==> config.mk <==
export PLATFORM = sky130hd
export DESIGN_NAME = vdu_mem_arbiter
export DESIGN_NICKNAME = d
export VERILOG_FILES = /design/src/rtl/vdu_mem_arbiter.sv
export SDC_FILE = /design/constraint.sdc
export NUM_CORES = 1
export LEC_CHECK = 0
export CORE_MARGIN = 2
export CORE_UTILIZATION = 40
export DETAILED_ROUTE_END_ITERATION = 16
export GPL_ROUTABILITY_DRIVEN = 0
export GPL_TIMING_DRIVEN = 0
export PLACE_DENSITY = 0.84
export SETUP_SLACK_MARGIN = 0.02
export SLEW_MARGIN = 30
export SYNTH_ARGS = -nofsm -noshare
export SYNTH_HDL_FRONTEND = slang
export SYNTH_SLANG_ARGS = --single-unit
==> constraint.sdc <==
create_clock -name clk_pix -period 1.9 [get_ports clk_pix]
set_input_delay 0.38 -clock clk_pix [delete_from_list [all_inputs] [get_ports clk_pix]]
set_output_delay 0.38 -clock clk_pix [all_outputs]
set_load 0.1 [all_outputs]
==> src/rtl/vdu_mem_arbiter.sv <==
// Display RAM arbiter: shares one single-port synchronous RAM between the VDU
// character fetch port (fixed 1-cycle latency, always wins) and the CPU bus.
module vdu_mem_arbiter #(
  parameter logic [15:0] BASE_ADDR = 16'h0200,
  parameter int unsigned MEM_AW    = 9
) (
  input  logic              clk_pix,
  input  logic              rst_pix_n,
  input  logic              vdu_read_en,
  input  logic [15:0]       vdu_read_addr,
  output logic [7:0]        vdu_display_data,
  input  logic              cpu_req,
  input  logic              cpu_we,
  input  logic [15:0]       cpu_addr,
  input  logic [7:0]        cpu_wdata,
  output logic              cpu_ack,
  output logic [7:0]        cpu_rdata,
  output logic [MEM_AW-1:0] mem_addr,
  output logic              mem_we,
  output logic [7:0]        mem_wdata,
  input  logic [7:0]        mem_rdata
);

  typedef enum logic [1:0] {
    ST_IDLE,
    ST_WAIT,
    ST_RESP,
    ST_ERR
  } state_t;

  state_t            r_state;
  state_t            w_state_nxt;
  logic              r_ack;
  logic [7:0]        r_rdata;
  logic [7:0]        r_vdu_hold;
  logic              r_vdu_rd_d1;
  logic              r_we;
  logic [MEM_AW-1:0] r_addr;
  logic [7:0]        r_wdata;

  logic [15:0]       w_cpu_diff;
  logic              w_cpu_in_win;
  logic [MEM_AW-1:0] w_vdu_off;
  logic              w_accept;

  // Unsigned wrap makes addresses below BASE_ADDR land far out of the window.
  assign w_cpu_diff   = cpu_addr - BASE_ADDR;
  assign w_cpu_in_win = (w_cpu_diff[15:MEM_AW] == '0);
  assign w_vdu_off    = MEM_AW'(vdu_read_addr - BASE_ADDR);
  assign w_accept     = cpu_req && !r_ack && (r_state == ST_IDLE);

  always_ff @(posedge clk_pix) begin
    if (!rst_pix_n) begin
      r_state <= ST_IDLE;
    end else begin
      r_state <= w_state_nxt;
    end
  end

  always_comb begin
    w_state_nxt = r_state;
    case (r_state)
      ST_IDLE: begin
        if (w_accept) begin
          w_state_nxt = w_cpu_in_win ? ST_WAIT : ST_ERR;
        end
      end
      ST_WAIT: begin
        if (!vdu_read_en) begin
          w_state_nxt = ST_RESP;
        end
      end
      ST_RESP: w_state_nxt = ST_IDLE;
      ST_ERR:  w_state_nxt = ST_IDLE;
      default: w_state_nxt = ST_IDLE;
    endcase
  end

  always_comb begin
    mem_addr  = '0;
    mem_we    = 1'b0;
    mem_wdata = '0;
    if (vdu_read_en) begin
      mem_addr = w_vdu_off;
    end else if (r_state == ST_WAIT) begin
      mem_addr  = r_addr;
      mem_we    = r_we;
      mem_wdata = r_wdata;
    end
  end

  always_ff @(posedge clk_pix) begin
    if (!rst_pix_n) begin
      r_we    <= 1'b0;
      r_addr  <= '0;
      r_wdata <= '0;
    end else if (w_accept) begin
      r_we    <= cpu_we;
      r_addr  <= w_cpu_diff[MEM_AW-1:0];
      r_wdata <= cpu_wdata;
    end
  end

  always_ff @(posedge clk_pix) begin
    if (!rst_pix_n) begin
      r_ack   <= 1'b0;
      r_rdata <= '0;
    end else begin
      r_ack <= (r_state == ST_RESP) || (r_state == ST_ERR);
      if (r_state == ST_ERR) begin
        r_rdata <= '1;
      end else if ((r_state == ST_RESP) && !r_we) begin
        r_rdata <= mem_rdata;
      end
    end
  end

  always_ff @(posedge clk_pix) begin
    if (!rst_pix_n) begin
      r_vdu_rd_d1 <= 1'b0;
      r_vdu_hold  <= '0;
    end else begin
      r_vdu_rd_d1 <= vdu_read_en;
      if (r_vdu_rd_d1) begin
        r_vdu_hold <= mem_rdata;
      end
    end
  end

  assign vdu_display_data = r_vdu_rd_d1 ? mem_rdata : r_vdu_hold;
  assign cpu_ack          = r_ack;
  assign cpu_rdata        = r_rdata;

endmodule

Word-level counts from Yosys, hierarchy flattened
Index checks and enable logic that the tools add are counted.
{"block": "classes", "add_sub_neg": 2, "n_eq_ne": 5, "n_mux": 13, "reduce_logical": 11}
{"operator": "8-bit 2-to-1 mux", "n": 5}
{"operator": "9-bit 2-to-1 mux", "n": 2}
{"operator": "16-bit by 10-bit subtractor with 16-bit output (second input constant)", "n": 1}
{"operator": "9-bit by 1-bit subtractor with 9-bit output (second input constant)", "n": 1}
{"operator": "7-bit logical NOT", "n": 1}
{"operator": "2-bit 2-to-1 mux", "n": 3}
{"operator": "2-bit one-hot mux with 3 select lines", "n": 1}
{"operator": "2-bit equality test (second input constant)", "n": 2}
{"operator": "2-bit inequality test (second input constant)", "n": 2}
{"operator": "1-bit logical AND", "n": 3}
{"operator": "2-bit by 1-bit equality test with 1-bit output (second input constant)", "n": 1}
{"operator": "1-bit logical NOT", "n": 2}
{"operator": "2-bit logical NOT", "n": 1}
{"operator": "1-bit 2-to-1 mux", "n": 2}
{"operator": "2-bit AND reduction", "n": 1}
{"operator": "2-bit nonzero test", "n": 1}
{"operator": "2-bit OR reduction", "n": 1}
{"operator": "1-bit logical OR", "n": 1}
{"block": "word_totals", "ff_bits": 38, "inputBits": 53, "output_inout_bits": 35, "wordCells": 39}

Logic depth before layout (Yosys ltp)
Gate-level depths: netlist of run 1.
{"block": "logic_depth", "word_depth": 5, "ltp_mapped": 4, "mapped_depth_nobuf": 3}

Worst setup path after synthesis of run 1
Ideal clock, no wire load.
{"block": "synth_path", "path_kind": "reg-to-output", "from": "register r_state[0]", "to": "output mem_addr[7]", "t_arrival_ps": 1770, "required_ps": 1520, "path_slack_ps": -250, "stages_incl_launch_ff": 4, "n_path_buf": 1, "cell_sequence": "dfxtp_1 > nor3b_4 > clkbuf_1 > a22o_1"}
{"block": "synth_between", "elab_chain_cells": 3}
{"element": "from (decl)", "line_no": "31", "text": "state_t r_state;"}
{"element": "from (signal assigned)", "line_no": "56", "text": "r_state <= w_state_nxt;"}
{"element": "2-bit by 1-bit equality test with 1-bit output", "line_no": "85", "text": "end else if (r_state == ST_WAIT) begin"}
{"element": "9-bit 2-to-1 mux", "line_no": "85"}
{"element": "9-bit 2-to-1 mux", "line_no": "83", "text": "if (vdu_read_en) begin"}
{"element": "to (decl)", "line_no": "18", "text": "output logic [MEM_AW-1:0] mem_addr,"}
No other way between the ends.

Worst setup path after layout of run 1
{"block": "layout_path", "from": "input mem_rdata[3]", "to": "output vdu_display_data[3]"}
{"block": "layout_between", "elab_chain_cells": 1}
{"element": "from (decl)", "line_no": "21", "text": "input logic [7:0] mem_rdata"}
{"element": "8-bit 2-to-1 mux"}
{"element": "to (decl)", "line_no": "11", "text": "output logic [7:0] vdu_display_data,"}
No other way between the ends.

==> flow_metrics.tcl, run 1 <==
set metrics [dict create \
    postCtsHoldBufs 0 \
    hold_violations 0 \
    crit_type "in -> out" \
    wl_per_cell_um 15.5 \
    grt_use_total_pct 20.4 \
    first_global_vias 1604 \
    slew_violations 0 \
    synth_nets 241 \
    drv_cap 0 \
    core-area_um2 4090 \
    syn_avg_cell_area_um2 9.21 \
    cpPeakStageDelay_ns 0.48 \
    dp_hpwl_um 3480 \
    fmax_mhz 546 \
    grt_pass1_wl_um 7930 \
    initial_core_util_pct 42.4 \
    cellPowerDensity_nw_per_um2 798 \
    rr_endpoint "r_addr[7]$_SDFFE_PN0P_" \
    endpoint_kind "primary output" \
    cp.required_ns 1.52 \
    netlist_area_um2 1730 \
    fin_crit_ns 1.83 \
    rrSetupSlack_ns 0.28 \
    yosysUniqueCellTypes 26 \
    slew_headroom_pct 55.5 \
    finalSetupTns_ns 0 \
    clock_latency_ns 0.29 \
    synthArstFlopShare_pct 0 \
    hold_depth 2 \
    syn_inst 188 \
    vias_per_cell 5.21 \
    rr_startpoint "r_state[0]$_SDFFE_PN0P_" \
    drive_above_1_share_pct 35.1 \
    yosysSeqAreaShare_pct 43.9 \
    numCtsBuffers 5 \
    critPathArrivalTime_ns 1.45 \
    antenna_cells 0 \
    cts_max_path_buffers 2 \
    worst_r2r_path_depth 4 \
    final_nets 330 \
    totalWireLength_um 5050 \
    drt-pass1-iter-count 4 \
    die_x_um 69.8 \
    ctsHtreeMaxLevel 2 \
    rsz0062_at_grt "true" \
    synth_edf_count 0 \
    peakVddDrop_mv 0.639 \
    rows 23 \
    vias 1698 \
    boundaryPins 88 \
    setup_viol 0 \
    dieHeight_um 69.8 \
    critPathMaxFanout 2 \
    synth_top_area_share_pct 43.9 \
    io_buffers 80 \
    p_leak_nw 1.13 \
    drtIter0Drc 62 \
    tightest_slew_ns 0.664 \
    synthFlopType "dfxtp_1" \
    area_delta_synth_final_pct 63.2 \
    status "finished clean" \
    hold_path_class "reg -> reg" \
    overflow 0 \
    antenna_found_initial 0 \
    ys_ff_latch 38 \
    yosys-top-cells-area "dfxtp_1 (44%), and2_1 (6.9%), o21ai_2 (5.6%)" \
    cp_slowest_cell "clkdlybuf4s50_1" \
    die_area_um2 4870 \
    drc 0 \
    min-delay-start "r_wdata[6]$_SDFFE_PN0P_" \
    route.antenna.remaining_nets 0 \
    clk_pin_slew_worst_paths_ns 0.07 \
    synth_top_area_cell "dfxtp_1" \
    clock-root-buffer "clkbuf_8" \
    min_to "r_wdata[6]$_SDFFE_PN0P_" \
    grt_max_degree 11 \
    finalPower_mw 2.25 \
    fin_crit_sh_pct 96.3 \
    synth_warnings 0 \
    final.setup_skew_ns 0.00468 \
    cts_tree "built" \
    path_cells "clkdlybuf4s50_1 > mux2_2 > buf_2" \
    cts.sinks 38 \
    critPathLaunchType "primary input" \
]
==> cells in the final DEF (no fill, tap or decap), types with 9 or more instances in the layout <==
cell type / Yosys / layout
buf_2: 3 / 11
a22o_2: 0 / 9
and2_1: 19 / 10
and2_2: 0 / 9
dfxtp_1: 38 / 35
nor2_1: 10 / 10
clkdlybuf4s50_1: 0 / 44
nand2_1: 18 / 18
o21ai_2: 11 / 11
buf_12: 0 / 12
o21ai_0: 15 / 15
nand3_1: 16 / 16
==> registers in the layout (all words and copies together), names as in the netlist <==
register	count
r_we	1
cpu_rdata	8
r_state	2
r_vdu_rd_d1	1
r_wdata	8
r_vdu_hold	8
r_addr	9
cpu_ack	1
==> power breakdown <==
part           switching [mW]  internal, mW
Sequential             0.0426         0.861
Combinational           0.524         0.267
Clock                   0.280         0.280
==> worst max-delay path: cells and delay by family <==
| kind | cells | cell delay [ns] |
|---|---|---|
| mux | 1 | 0.16 |
| buf+inv | 2 | 0.90 |
==> cell type report <==
cell class / count / area [µm²]
Inverter: 1 / 3.75
Clock buffer: 6 / 82.6
Fill cell: 315 / 1260
Buffer: 15 / 96.3
Sequential cell: 38 / 767
Tap cell: 50 / 62.6
Timing Repair Buffer: 83 / 911
Multi-Input combinational cell: 133 / 902
==> per-layer routing <==
metal | vias to the layer above | routed length [µm] | track usage, %
li1 | 839 | - | -
met4 | 0 | 63 | 9.40
met5 | - | 0 | 0
met3 | 5 | 243 | 5.09
met2 | 51 | 2600 | 32.6
met1 | 803 | 2140 | 25.7
==> through the flow <==
stage | utilization (%) | cell area (µm²) | hold WS (ns) | setup slack [ns] | instances
after global placement | 64.1 | 2620 | 0.441 | -1.49 | 318
after detailed placement | 64.1 | 2620 | 0.447 | -1.52 | 318
after global routing | 69.1 | 2830 | 0.480 | 0.0159 | 326
after floorplan | - | 1750 | 0.431 | 0.0356 | 188
final | 69.1 | 2830 | 0.460 | 0.0699 | 326
after CTS | 67.3 | 2750 | 0.457 | 0.0210 | 324
==> cells in the mapped netlist (2+ instances only) <==
cell / n
o21ai_2: 11
mux2_2: 8
nand3_2: 2
buf_2: 3
a221oi_1: 8
nand3_1: 16
nand2_1: 18
o21ai_0: 15
dfxtp_1: 38
buf_6: 3
nor2b_1: 8
a22o_1: 9
and2_1: 19
clkbuf_1: 9
nor2_1: 10
==> kinds of logic after synthesis <==
logic type | share of synthesized area (%)
compound gates | 19.7
simple gates | 25.9
mux | 5.20
buf+inv | 5.27
flops | 43.9
==> worst max path at each step <==
| stage | from | to | slack [ns] |
|---|---|---|---|
| global placement | vdu_read_en | mem_we | -1.49 |
| detailed placement | vdu_read_en | mem_wdata[6] | -1.52 |
| CTS | cpu_rdata[5]$_SDFFE_PN0P_ | cpu_rdata[5] | 0.02 |
| finish | mem_rdata[3] | vdu_display_data[3] | 0.07 |
| floorplan | r_state[0]$_SDFFE_PN0P_ | mem_wdata[0] | 0.04 |
| global route | vdu_read_en | mem_addr[4] | 0.02 |
==> what timing repair did <==
action | CTS | global route
endpoints found under the setup margin | 35 | 24
pin swaps | 1 | 1
buffers inserted | 1 | 2
resized for setup | 206 | 29
(Power assumes the default switching activity.)
==> inputs of run 2 (changes only) <==
--- a/config.mk
+++ b/config.mk
@@ -7,6 +7,7 @@
 export LEC_CHECK = 0
 export CORE_MARGIN = 2
 export CORE_UTILIZATION = 40
+export CTS_CLUSTER_SIZE = 28
 export DETAILED_ROUTE_END_ITERATION = 16
 export GPL_ROUTABILITY_DRIVEN = 0
 export GPL_TIMING_DRIVEN = 0
==> results of run 2 <==
Final layout, timing and power as in run 1 (identical DEF).
